===== src/rtl/adder_seq_ctrl.sv =====
// adder_seq_ctrl: W-bit adder time-sharing one 4-bit ripple slice over NIBBLES cycles; ADDSEQ_SUB_EN adds a sub port for A-B.
module adder_seq_ctrl #(
    parameter int NIBBLES = 4
) (
    input  logic                   clk,
    input  logic                   rst,
    input  logic                   start,
    input  logic [4*NIBBLES-1:0]   a,
    input  logic [4*NIBBLES-1:0]   b,
    input  logic                   cin,
`ifdef ADDSEQ_SUB_EN
    input  logic                   sub,
`endif
    output logic                   ready,
    output logic                   busy,
    output logic                   done,
    output logic [4*NIBBLES-1:0]   sum,
    output logic                   cout
);
    localparam int IW = NIBBLES > 1 ? $clog2(NIBBLES) : 1;
    typedef enum logic [1:0] {IDLE, RUN, DONE} state_t;
    state_t state;
    logic [NIBBLES-1:0][3:0] ra, rb, s_r;
    logic [IW-1:0] idx;
    logic carry, neg;
    logic [3:0] na, nb, sn;
    logic [4:0] c;
`ifdef ADDSEQ_SUB_EN
    assign neg = sub;
`else
    assign neg = 1'b0;
`endif
    assign sum = s_r;
    assign na = ra[idx];
    assign nb = rb[idx];
    always_comb begin
        c[0] = carry;
        for (int i = 0; i < 4; i++) begin
            sn[i] = na[i] ^ nb[i] ^ c[i];
            c[i+1] = (na[i] & nb[i]) | (c[i] & (na[i] ^ nb[i]));
        end
    end
    always_ff @(posedge clk or posedge rst) begin
        if (rst) begin
            state <= IDLE;
            ra <= '0;
            rb <= '0;
            s_r <= '0;
            idx <= '0;
            carry <= 1'b0;
            cout <= 1'b0;
            ready <= 1'b1;
            busy <= 1'b0;
            done <= 1'b0;
        end else begin
            case (state)
                IDLE: if (start) begin
                    ra <= a;
                    rb <= b ^ {(4*NIBBLES){neg}};
                    carry <= neg | cin;
                    idx <= '0;
                    state <= RUN;
                    ready <= 1'b0;
                    busy <= 1'b1;
                end
                RUN: begin
                    s_r[idx] <= sn;
                    carry <= c[4];
                    idx <= idx + 1'b1;
                    if (idx == IW'(NIBBLES - 1)) begin
                        cout <= c[4];
                        state <= DONE;
                        busy <= 1'b0;
                        done <= 1'b1;
                    end
                end
                DONE: begin
                    state <= IDLE;
                    done <= 1'b0;
                    ready <= 1'b1;
                end
                default: begin
                    state <= IDLE;
                    ready <= 1'b1;
                    busy <= 1'b0;
                    done <= 1'b0;
                end
            endcase
        end
    end
endmodule


===== config.mk =====
export PLATFORM = sky130hd
export DESIGN_NAME = adder_seq_ctrl
export DESIGN_NICKNAME = d
export VERILOG_FILES = /design/src/rtl/adder_seq_ctrl.sv
export SDC_FILE = /design/constraint.sdc
export NUM_CORES = 1
export LEC_CHECK = 0
export BUFFER_PORTS_ARGS = -buffer_cell sky130_fd_sc_hd__buf_4
export CORE_MARGIN = 4
export CORE_UTILIZATION = 40
export DETAILED_ROUTE_END_ITERATION = 6
export GPL_TIMING_DRIVEN = 0
export HOLD_SLACK_MARGIN = 0.1
export PLACE_DENSITY_LB_ADDON = 0.05
export SLEW_MARGIN = 10
export SYNTH_ARGS = -nofsm -noshare
export SYNTH_HDL_FRONTEND = slang
export SYNTH_SLANG_ARGS = --single-unit

===== constraint.sdc =====
create_clock -name clk -period 6.8 [get_ports clk]
set_input_delay 0.68 -clock clk [delete_from_list [all_inputs] [get_ports clk]]
set_output_delay 0.68 -clock clk [all_outputs]
set_load 0.03 [all_outputs]

==> results.ini, run 1 <==
[run_status]
status=finished clean

[cells_and_area]
area_growth_pct=26.1
final-instance-count-excl-fill=320
mostFrequentLayoutCell=dfrtp_1
diodes=0
num-nets-final=282
mostFrequentLayoutCells=dfrtp_1 (56), buf_4 (55), mux2_4 (36), inv_1 (13)
drive_gt1_share_pct=55.6

[floorplanning]
rows=29
ios=56
die_x_um=90.9
die_area_sq_um=8270
core_area_sq_um=6490
die_height_um=90.9
initial_core_util_pct=42.3

[sta]
drv_slew=0
finalSetupViolCount=0
fin_skew_ns=0.00891
finalCritPeriodShare_pct=45.2
setup_tns_ns=0
fmax_mhz=326
rsz0062_at_grt=no
hold_violations=0
fin_crit_ns=3.07
relSlewSlack_pct=68.5
tightest_slew_ns=0.466

[detailed_routing]
drc=0
ant_nets=0
viasPerCell=4.82
drt_iter0_drc=34
num_vias=1541
dr.pass1.iters=4
avgRoutedWirePerCell_um=16.5
postRouteWirelength_um=5270

[worst_setup_path]
crit_path_max_incr_delay_ns=0.54
crit_start=idx[0]
cp-start-kind=register
critical_path_class=reg2reg
crit_top_cell=fa_1
crit_path_top_delay_cell=mux4_2
end_kind=register
crit_fanout=10
critPathRequiredTime_ns=7.03
crit_chain=buf_6 > mux4_2 > fa_1 > inv_1 > fa_1 > inv_1 > fa_1 > inv_1 > fa_1 > o21ai_0
cp_data_arrival_time_ns=3.31
crit_family=adder cells
r2r_start=idx[0]
crit_buf_inv=4

[synthesis]
ys_seq_elements=57
seq_area_frac_synth_pct=51.9
syn_inst=171
synth_area_sq_um=2750
syn_avg_cell_area_sq_um=16.1
yosysUniqueCellTypes=26
yosysWarnings=0
synth.net_count=215

[place]
hpwl_um=4030
gp_congestion=0.782
port-buffer-count=55
place_inst=304

[power_and_ir_drop]
p_per_area_nw_per_um2=573
irDropWorstVdd_mv=0.229
switching_power_uw=733
seq_power_share_pct=31.1
p_leak_uw=0.00172
internal_power_uw=1260
switching_share_pct=36.9
combPwrFrac_pct=53.7
clock_power_share_pct=15.2

[clock_network]
cts_htree_levels=3
path_clk_slew_ns=0.07
clockBufferDepth=2
post-cts-setup-buffers=0
insertion_delay_ns=0.32
ctsHoldBuffers=0
cts_root_buf=clkbuf_8
numCtsBuffers=9
post_cts_resized=0
cts_tree=built
cts.sinks=57

[global_routing]
antenna_found_initial=0
overflow=0
grtUsageTotal_pct=13.6
grt_pass1_vias=1740
grt_pass1_wl_um=8750
grt_max_degree=42

[job]
maxCapViolations=0

[worst_hold_path]
hold_path.class=in2async

[power groups by stage]
stage                     Clock (uW)  Combinational [uW]  Sequential (uW)
after detailed placement           0                1080              626
after CTS                        313                1090              623
after global routing             325                1150              644
after floorplan                    0                 703              708
after global placement             0                1060              612
final                            302                1070              619
[metrics by stage]
stage / setup WS, ns / instance area [sq um] / power [uW] / utilization, % / hold WS (ns)
floorplan: 3.95 / 2750 / 1410 / - / 0.476
global placement: 3.74 / 3260 / 1670 / 50.2 / 0.463
detailed placement: 3.72 / 3280 / 1710 / 50.5 / 0.475
CTS: 3.70 / 3470 / 2020 / 53.4 / 0.332
global route: 3.56 / 3470 / 2120 / 53.4 / 0.356
finish: 3.73 / 3470 / 1990 / 53.4 / 0.337
[layout make-up]
type	instances	area (sq um)
Clock buffer	13	149
Sequential cell	57	1430
Clock inverter	3	40.0
Timing Repair Buffer	56	433
Buffer	7	83.8
Tap cell	77	96.3
Fill cell	534	3030
Multi-Input combinational cell	93	1190
Inverter	14	52.6
[cell families after synthesis]
| group | after synthesis | synth area share (%) |
|---|---|---|
| compound gates | 17 | 3.96 |
| simple gates | 19 | 6.19 |
| mux | 49 | 28.3 |
| fa+ha+maj | 8 | 4.73 |
| flops | 57 | 51.9 |
| buf+inv | 21 | 4.96 |
[layer usage]
metal | vias up | track usage (%) | wire (um)
met4 | 0 | 6.03 | 53
met1 | 764 | 17.8 | 2320
met5 | - | 0 | 0
li1 | 727 | - | -
met2 | 44 | 21.6 | 2630
met3 | 6 | 3.17 | 271
[synthesized netlist by cell type]
cell	n	area (sq um)
dfrtp_1	56	1400
mux2_4	36	541
inv_1	14	52.6
nand2_1	10	37.5
o21ai_0	9	45.0
mux4_2	8	180
mux2_2	5	56.3
fa_1	4	80.1
ha_1	4	50.1
nand3b_4	4	80.1
buf_6	3	33.8
buf_8	3	45.0
a21oi_1	2	10.0
a21boi_0	1	7.51
a21o_2	1	8.76
a221oi_2	1	15.0
a22o_1	1	8.76
buf_2	1	5.00
dfstp_2	1	26.3
nand2b_4	1	13.8
nor2_1	1	3.75
nor2_8	1	20.0
nor2b_1	1	6.26
nor4b_1	1	8.76
o21bai_1	1	7.51
o22ai_1	1	6.26
[registers in the layout (all words and copies together) (netlist names)]
signal and flops:
busy 1, carry 1, rb 16, ra 16, ready 1, done 1
idx 2, cout 1, sum 16, state 2
[final timing paths]
kind                            cells after the start  endpoint  slack, ns
max in group asynchronous                           3     ready       5.87
worst min-delay path                                2    sum[6]       0.34
min in group clk                                    2      cout       0.48
worst max-delay path                               10   sum[15]       3.73
worst min register to register                      2      cout       0.48
worst max register to register                     10   sum[15]       3.73
[worst register-to-register path, cell delays in order, from the launching register on]
cell and delay (ns):
dfrtp_1 0.40, buf_6 0.20, mux4_2 0.54, fa_1 0.39, inv_1 0.08, fa_1 0.16
inv_1 0.05, fa_1 0.40, inv_1 0.09, fa_1 0.46, o21ai_0 0.21
Note: power is estimated with default switching activity, not from simulation.
==> run 2, diff against run 1 <==
Clock period 6.8 ns to 3 ns, I/O delays scaled along.
==> run 2 against run 1 <==
Compared with the run above: count of clock-buffer cells in the layout did not move; sequential power is 130% higher; highest routed layer unchanged; largest power group unchanged; non-clock buffer count grew 5; utilization is 0.92 points higher; first-iteration DRC count down 2.9%.
==> results.ini, run 2 (same netlist as run 1, synthesis figures left out) <==
[run_status]
status=finished clean

[sta]
fin_crit_ns=2.88
setup_tns_ns=0
relSlewSlack_pct=68.6
drv_slew=0
fin_skew_ns=0.00844
tightest_slew_ns=0.464
fmax_mhz=347
finalCritPeriodShare_pct=96.1
finalSetupViolCount=0
holdWs_ns=0.207
rsz0062_at_grt=no
hold_violations=0

[cells_and_area]
mostFrequentLayoutCells=buf_4 (59), dfrtp_1 (56), mux2_4 (36), inv_1 (12)
num-nets-final=287
final_util_pct=54.3
multiInputGateArea_sq_um=1190
regArea_sq_um=1430
mostFrequentLayoutCell=buf_4
final-instance-count-excl-fill=325
finalInstanceArea_sq_um=3530
area_growth_pct=28.3
fillers=527
diodes=0
drive_gt1_share_pct=57.7

[power_and_ir_drop]
irDropWorstVdd_mv=0.514
switching_share_pct=36.7
clock_power_share_pct=14.8
switching_power_uw=1700
seq_power_share_pct=30.3
combPwrFrac_pct=54.9
p_per_area_nw_per_um2=1310
internal_power_uw=2930
p_leak_uw=0.00175

[worst_setup_path]
critPathRequiredTime_ns=3.25
critical_path_class=reg2reg
crit_path_max_incr_delay_ns=0.52
crit_chain=buf_12 > mux4_2 > fa_2 > inv_2 > fa_1 > inv_1 > fa_1 > inv_1 > fa_2 > o21ai_1
crit_path_top_delay_cell=mux4_2
cp-start-kind=register
crit_fanout=7
cp_data_arrival_time_ns=3.13
end_kind=register

[floorplanning]
ios=56
die_area_sq_um=8270
die_height_um=90.9
die_x_um=90.9
initial_core_util_pct=42.3
rows=29
core_area_sq_um=6490

[place]
placed_area_sq_um=3280
port-buffer-count=55
gp_congestion=0.782
place_inst=304
hpwl_um=4030

[job]
maxCapViolations=0

[global_routing]
grt_pass1_wl_um=8790
grt_max_degree=42
grtUsageTotal_pct=13.7
grt_pass1_vias=1746
antenna_found_initial=0
overflow=0

[clock_network]
cts_tree=built
cts.sinks=57
numCtsBuffers=9
insertion_delay_ns=0.32
cts_root_buf=clkbuf_8
path_clk_slew_ns=0.06
cts_htree_levels=3
clockBufferDepth=2

[detailed_routing]
num_vias=1558
drc=0
postRouteWirelength_um=5330
ant_nets=0
dr.pass1.iters=4
viasPerCell=4.79
avgRoutedWirePerCell_um=16.4
drt_iter0_drc=33

[worst_hold_path]
hold_path.class=in2reg

==> run 2: worst paths after layout <==
path                          end   start  slack [ns]  depth (start not counted)
setup / recovery           sum[7]  idx[0]        0.12                         10
hold / removal             ra[13]   a[13]        0.21                          2
setup reg to reg           sum[7]  idx[0]        0.12                         10
hold reg to reg            sum[5]  sum[5]        0.49                          2
max in group asynchronous   ready     rst        1.88                          4
min in group asynchronous  sum[6]     rst        0.52                          3
==> run 2: cell type report <==
type	count	share of cell area (%)
sequential	57	40.5
multi-input combinational	93	33.9
timing repair buffer	61	13.4
clock buffer	13	4.22
tap	77	2.73
buffer	7	2.70
inverter	14	1.49
clock inverter	3	1.13
==> run 2: critical path: cells and delay by family (launching register included) <==
| kind | cells | cell delay [ns] |
|---|---|---|
| flip-flops | 1 | 0.39 |
| buffers and inverters | 4 | 0.33 |
| adder cells (fa/ha/maj) | 4 | 1.41 |
| multiplexers | 1 | 0.52 |
| AO/OA/AOI/OAI | 1 | 0.15 |
==> run 2: through the flow <==
step / total power, uW / setup slack [ns]
finish: 4630 / 0.116
global route: 4930 / 0.0197
CTS: 4610 / -0.0175
detailed placement: 3880 / -0.0807
global placement: 3790 / -0.0614
floorplan: 3200 / 0.148
==> run 2: routing by layer <==
| layer | vias up | routed length (um) | track usage, % |
|---|---|---|---|
| met5 | - | 0 | 0 |
| met4 | 0 | 47 | 6.03 |
| met3 | 5 | 244 | 3.17 |
| met2 | 39 | 2700 | 22.1 |
| met1 | 775 | 2340 | 17.6 |
| li1 | 739 | - | - |
==> run 2: power groups by stage <==
| stage | logic [uW] | clock network, uW | registers, uW |
|---|---|---|---|
| global route | 2740 | 736 | 1460 |
| global placement | 2400 | 0 | 1390 |
| finish | 2540 | 686 | 1400 |
| floorplan | 1590 | 0 | 1600 |
| CTS | 2490 | 710 | 1410 |
| detailed placement | 2460 | 0 | 1420 |
==> run 2: repair_timing <==
item	CTS	global route
hold endpoints to repair	16	0
hold buffers	1	0
setup buffers	1	3
resized for setup	3	8
endpoints found under the setup margin	4	4
pin swaps	0	1
